===== src/rtl/spi_servo_master.sv =====
// SPI mode-0 master whose SCLK half-periods are paced by edges of an external reference clock.
// One command word goes out on MOSI while the reply word is captured from MISO.
module spi_servo_master #(
  parameter int DATA_W         = 16,
  parameter int CS_SETUP_TICKS = 1,
  parameter int CS_HOLD_TICKS  = 1,
  parameter int GAP_TICKS      = 2
) (
  input  logic              clk,
  input  logic              rst,
  input  logic              sclk_ref,
  input  logic [DATA_W-1:0] tx_data,
  input  logic              tx_valid,
  output logic              tx_ready,
  output logic [DATA_W-1:0] rx_data,
  output logic              rx_valid,
  output logic              busy,
  output logic              spi_sclk,
  output logic              spi_mosi,
  input  logic              spi_miso,
  output logic              spi_cs_n
);
  localparam int CNT_W = $clog2(DATA_W + 1);

  localparam logic [2:0] IDLE  = 3'd0;
  localparam logic [2:0] SETUP = 3'd1;
  localparam logic [2:0] SHIFT = 3'd2;
  localparam logic [2:0] HOLD  = 3'd3;
  localparam logic [2:0] GAP   = 3'd4;

  // The tick counter holds ticks already seen, so the terminal tick is the one arriving at N-1.
  localparam logic [7:0]       SETUP_LAST = 8'(CS_SETUP_TICKS - 1);
  localparam logic [7:0]       HOLD_LAST  = 8'(CS_HOLD_TICKS - 1);
  localparam logic [7:0]       GAP_LAST   = 8'(GAP_TICKS - 1);
  localparam logic [CNT_W-1:0] LAST_BIT   = CNT_W'(DATA_W);

  logic [2:0]        state_q, state_d;
  logic              sclk_ref_q;
  logic [7:0]        tick_cnt_q, tick_cnt_d;
  logic [CNT_W-1:0]  bit_cnt_q, bit_cnt_d;
  logic [DATA_W-1:0] tx_sr_q, tx_sr_d;
  logic [DATA_W-1:0] rx_sr_q, rx_sr_d;
  logic [DATA_W-1:0] rx_data_q, rx_data_d;
  logic              rx_valid_q, rx_valid_d;
  logic              sclk_q, sclk_d;
  logic              mosi_q, mosi_d;
  logic              cs_n_q, cs_n_d;
  logic              tick;

  assign tick     = sclk_ref ^ sclk_ref_q;
  assign tx_ready = (state_q == IDLE) && !rst;
  assign busy     = (state_q != IDLE);
  assign rx_data  = rx_data_q;
  assign rx_valid = rx_valid_q;
  assign spi_sclk = sclk_q;
  assign spi_mosi = mosi_q;
  assign spi_cs_n = cs_n_q;

  always_comb begin
    state_d    = state_q;
    tick_cnt_d = tick_cnt_q;
    bit_cnt_d  = bit_cnt_q;
    tx_sr_d    = tx_sr_q;
    rx_sr_d    = rx_sr_q;
    rx_data_d  = rx_data_q;
    rx_valid_d = 1'b0;
    sclk_d     = sclk_q;
    mosi_d     = mosi_q;
    cs_n_d     = cs_n_q;
    case (state_q)
      IDLE: begin
        if (tx_valid && tx_ready) begin
          state_d    = SETUP;
          cs_n_d     = 1'b0;
          mosi_d     = tx_data[DATA_W-1];
          tx_sr_d    = tx_data;
          tick_cnt_d = 8'd0;
        end
      end
      SETUP: begin
        if (tick) begin
          if (tick_cnt_q == SETUP_LAST) begin
            // The last setup tick doubles as the first SCLK rising edge.
            state_d   = SHIFT;
            sclk_d    = 1'b1;
            rx_sr_d   = {rx_sr_q[DATA_W-2:0], spi_miso};
            bit_cnt_d = CNT_W'(1);
          end else begin
            tick_cnt_d = tick_cnt_q + 8'd1;
          end
        end
      end
      SHIFT: begin
        if (tick) begin
          if (sclk_q) begin
            sclk_d = 1'b0;
            if (bit_cnt_q == LAST_BIT) begin
              state_d    = HOLD;
              tick_cnt_d = 8'd0;
              mosi_d     = 1'b0;
            end else begin
              tx_sr_d = tx_sr_q << 1;
              mosi_d  = tx_sr_q[DATA_W-2];
            end
          end else begin
            sclk_d    = 1'b1;
            rx_sr_d   = {rx_sr_q[DATA_W-2:0], spi_miso};
            bit_cnt_d = bit_cnt_q + CNT_W'(1);
          end
        end
      end
      HOLD: begin
        if (tick) begin
          if (tick_cnt_q == HOLD_LAST) begin
            cs_n_d     = 1'b1;
            rx_data_d  = rx_sr_q;
            rx_valid_d = 1'b1;
            tick_cnt_d = 8'd0;
            state_d    = (GAP_TICKS == 0) ? IDLE : GAP;
          end else begin
            tick_cnt_d = tick_cnt_q + 8'd1;
          end
        end
      end
      GAP: begin
        if (tick) begin
          if (tick_cnt_q == GAP_LAST) begin
            state_d = IDLE;
          end else begin
            tick_cnt_d = tick_cnt_q + 8'd1;
          end
        end
      end
      default: state_d = IDLE;
    endcase
  end

  always_ff @(posedge clk) begin
    if (rst) begin
      state_q    <= IDLE;
      sclk_ref_q <= 1'b0;
      tick_cnt_q <= 8'd0;
      bit_cnt_q  <= '0;
      tx_sr_q    <= '0;
      rx_sr_q    <= '0;
      rx_data_q  <= '0;
      rx_valid_q <= 1'b0;
      sclk_q     <= 1'b0;
      mosi_q     <= 1'b0;
      cs_n_q     <= 1'b1;
    end else begin
      state_q    <= state_d;
      sclk_ref_q <= sclk_ref;
      tick_cnt_q <= tick_cnt_d;
      bit_cnt_q  <= bit_cnt_d;
      tx_sr_q    <= tx_sr_d;
      rx_sr_q    <= rx_sr_d;
      rx_data_q  <= rx_data_d;
      rx_valid_q <= rx_valid_d;
      sclk_q     <= sclk_d;
      mosi_q     <= mosi_d;
      cs_n_q     <= cs_n_d;
    end
  end
endmodule


===== config.mk =====
export PLATFORM = sky130hd
export DESIGN_NAME = spi_servo_master
export DESIGN_NICKNAME = d
export VERILOG_FILES = /design/src/rtl/spi_servo_master.sv
export SDC_FILE = /design/constraint.sdc
export NUM_CORES = 1
export LEC_CHECK = 0
export CORE_ASPECT_RATIO = 0.5
export CORE_MARGIN = 2
export CORE_UTILIZATION = 54
export DETAILED_ROUTE_END_ITERATION = 16
export HOLD_SLACK_MARGIN = 0.03
export PLACE_DENSITY = 0.79
export SKIP_LAST_GASP = 1
export SLEW_MARGIN = 10
export SYNTH_ARGS = -nofsm -noshare
export SYNTH_HDL_FRONTEND = slang
export SYNTH_SLANG_ARGS = --single-unit

===== constraint.sdc =====
create_clock -name clk -period 2.36 [get_ports clk]
set_input_delay 0.472 -clock clk [delete_from_list [all_inputs] [get_ports clk]]
set_output_delay 0.472 -clock clk [all_outputs]
set_load 0.01 [all_outputs]

==> impl_metrics.py <==
metrics = {
    "run_status": {
        "status": "completed",
    },
    "grt": {
        "grt_use_total_pct": 25.1,
        "antenna_found_initial": 0,
        "grt_first_pass_wirelength_um": 12200,
        "grt_max_degree": 56,
        "grt-ovfl-total": 0,
        "grt_pass1_vias": 2797,
    },
    "yosys": {
        "synthDistinctLibCells": 52,
        "ys_ff_latch": 68,
        "synth-edff-count": 0,
        "synth.avg_cell_area_um2": 8.05,
        "synthCells": 378,
        "synth_fp_nets": 404,
        "synth_flop_cell": "dfxtp_1",
        "yosys.area.top_type": "dfxtp_1",
        "yosysWarnings": 0,
        "yosysTopAreaCellShare_pct": 44.8,
        "syn_area_um2": 3040,
        "async_flop_share_pct": 0,
        "synth_area_leaders": "dfxtp_1 (45%), nand2_1 (12%), a21oi_1 (6.7%)",
        "synth-seq-area-share_pct": 44.8,
    },
    "setup_path": {
        "critPathMaxStageDelay_ps": 480,
        "required_ps": 1890,
        "crit_type": "flop to primary output",
        "reg2reg_to": "tick_cnt_q[2]$_SDFFE_PP0P_",
        "worstSetupEndpointType": "primary output",
        "arrival_ps": 1750,
        "path_depth": 3,
        "reg2reg_depth": 7,
        "start_kind": "flop",
        "crit_slowest_cell": "clkdlybuf4s50_1",
        "crit_family": "buffers and inverters",
        "crit_start": "state_q[0]$_SDFFE_PP0P_",
        "path_cells": "or3_1, buf_4, clkdlybuf4s50_1",
        "critPathMaxFanout": 8,
        "reg2reg_slack_ps": 160,
        "r2r_start": "bit_cnt_q[0]$_SDFFE_PP0P_",
        "path_buf_inv": 2,
    },
    "cts": {
        "cts_tree": "done",
        "cts_buffer_depth": 2,
        "clkSlewWorstSetupHoldPaths_ps": 50,
        "postCtsSetupBuffers": 0,
        "insertion_delay_ps": 330,
        "cts_htree_levels": 3,
        "cts_root_buffer": "clkbuf_16",
        "clock_sinks": 68,
        "numCtsBuffers": 9,
    },
    "timing": {
        "finalSetupViolations": 0,
        "finalCriticalPeriod_ps": 2220,
        "drv_slew": 0,
        "fin_tns_setup_ps": 0,
        "rsz0062_at_grt": "no",
        "slew_headroom_pct": 63.1,
        "fin_skew_ps": 3.62,
        "tightest_slew_ps": 553,
        "max_freq_mhz": 451,
        "hold_viol": 0,
        "period_share_pct": 93.9,
    },
    "floorplanning": {
        "die_area_um2": 6290,
        "rows": 19,
        "core_area_um2": 5470,
        "die_w_um": 110,
        "initial_core_util_pct": 55.6,
        "dieHeight_um": 57.1,
        "io_pins": 43,
    },
    "power_and_ir_drop": {
        "p_per_area_nw_per_um2": 853,
        "vdd.ir_drop.worst_mv": 0.671,
        "p_leak_nw": 1.39,
    },
    "drt": {
        "drtIter0Drc": 286,
        "final_antenna_net_count": 0,
        "vias_per_cell": 5.74,
        "vias": 2891,
        "wirelength_um": 7310,
        "firstDrtPassIters": 5,
        "drc_errors": 0,
        "wl_per_cell_um": 14.5,
    },
    "worst_hold_path": {
        "hp-class": "flop to flop",
        "hold_end": "rx_data[5]$_SDFFE_PP0P_",
        "hold_path_startpoint": "rx_data[5]$_SDFFE_PP0P_",
        "whs_path_depth": 2,
    },
    "placement": {
        "gp_congestion": 0.915,
        "dp_hpwl_um": 4770,
        "portBuffers": 42,
        "place_area_um2": 3600,
        "place_inst": 488,
    },
    "finish": {
        "fin_cells": 504,
        "antenna_cells": 0,
        "seq_area_um2": 1360,
        "syn2layout_area_growth_pct": 28.5,
        "nets": 452,
        "layout-drive-gt1-share_pct": 10.2,
        "nFillCells": 426,
        "multiInputGateArea_um2": 1550,
        "fin_area_um2": 3910,
    },
    "flow_run": {
        "drv_cap": 0,
    },
}
-- synthesized netlist by cell type, drive strengths merged, types with 2 or more instances --
master and count:
a311oi 16, a32o 6, o21ai 8, ha 5
nor2b 3, xor2 3, a211oi 2, nand2 101
o211ai 4, nor2 28, a211o 2, clkbuf 17
or3b 3, buf 7, inv 9, nand4 4
dfxtp 68, a21oi 41, or2 2, or4 2
nor4 4, nand2b 3, nor3 7, nor3b 4
nand3 8
-- through the flow --
step	worst slack (ps)	total power [W]	hold WS, ps	utilization [%]
6_report	143	0.00333	451	71.5
5_1_grt	44.1	0.00349	476	71.5
4_1_cts	2.41	0.00335	453	71.5
3_5_place_dp	137	0.00199	445	65.9
3_3_place_gp	183	0.00197	439	65.9
2_1_floorplan	371	0.00176	432	-
-- state kept, by name (all words and copies together), names as in the netlist, 3 cells and up --
register and count:
bit_cnt_q 5, rx_data 16, rx_sr_q 16, state_q 3, tick_cnt_q 8, tx_sr_q 15
-- metal layers --
metal | global-route usage, % | part of all wire [%] | vias up
li1 | - | - | 1433
met1 | 30.2 | 46 | 1341
met2 | 40.8 | 46 | 103
met3 | 11.2 | 6.8 | 14
met4 | 8.21 | 1.5 | 0
met5 | 0 | 0 | -
-- where the power goes --
group          internal, W  total (W)  switching (W)
registers          0.00123    0.00130      0.0000659
logic             0.000301   0.000694       0.000393
clock network     0.000871    0.00134       0.000472
total              0.00240    0.00333       0.000931
-- cell type report --
cell class	instances	area share (%)
inverter	9	0.864
tap	73	2.34
sequential	68	34.8
multi-input combinational	277	39.5
timing repair buffer	61	14.7
clock buffer	12	6.56
clock inverter	4	1.22
-- tightest hold or removal path: cells and delay by family, from the launching register on --
kind	cells	cell delay (ps)
flops	1	310
simple gates	1	50
compound gates	1	50
-- cell usage in the layout, fill, tap and decap left out, types with 3 or more instances in the layout --
cell type          n
a21oi_1           41
a311oi_1          16
a32o_1             6
buf_4             18
clkbuf_16          9
clkdlybuf4s50_1   40
dfxtp_1           67
ha_1               5
inv_1              9
nand2_1          101
nand2b_1           3
nand3_1            8
nand4_1            4
nor2_1            28
nor2b_1            3
nor3_1             7
nor3b_1            4
o211ai_1           4
o21ai_0            7
xor2_1             3
-- timing repair --
item	4_1_cts	5_1_grt
pin swaps	0	0
endpoints found under the setup margin	1	1
hold buffers	0	0
resized for setup	1	1
-- worst max-delay path by stage --
stage | end | slack [ps]
after floorplan | bit_cnt_q[1]$_SDFFE_PP0P_ | 370
after global placement | tick_cnt_q[5]$_SDFFE_PP0P_ | 180
after CTS | tx_ready | 2
after global routing | tick_cnt_q[5]$_SDFFE_PP0P_ | 40
final | busy | 140
after detailed placement | tick_cnt_q[5]$_SDFFE_PP0P_ | 140
-- kinds of logic (layout without fill, tap and decap cells) --
kind of cell	Yosys count	count (layout)	synth area share (%)
simple gates	174	174	26.4
compound gates	94	94	20.7
flops	68	68	44.8
buf+inv	33	86	4.65
fa+ha+maj	5	5	2.06
xor+xnor	4	4	1.40
Note: power is estimated with default switching activity, not from simulation.
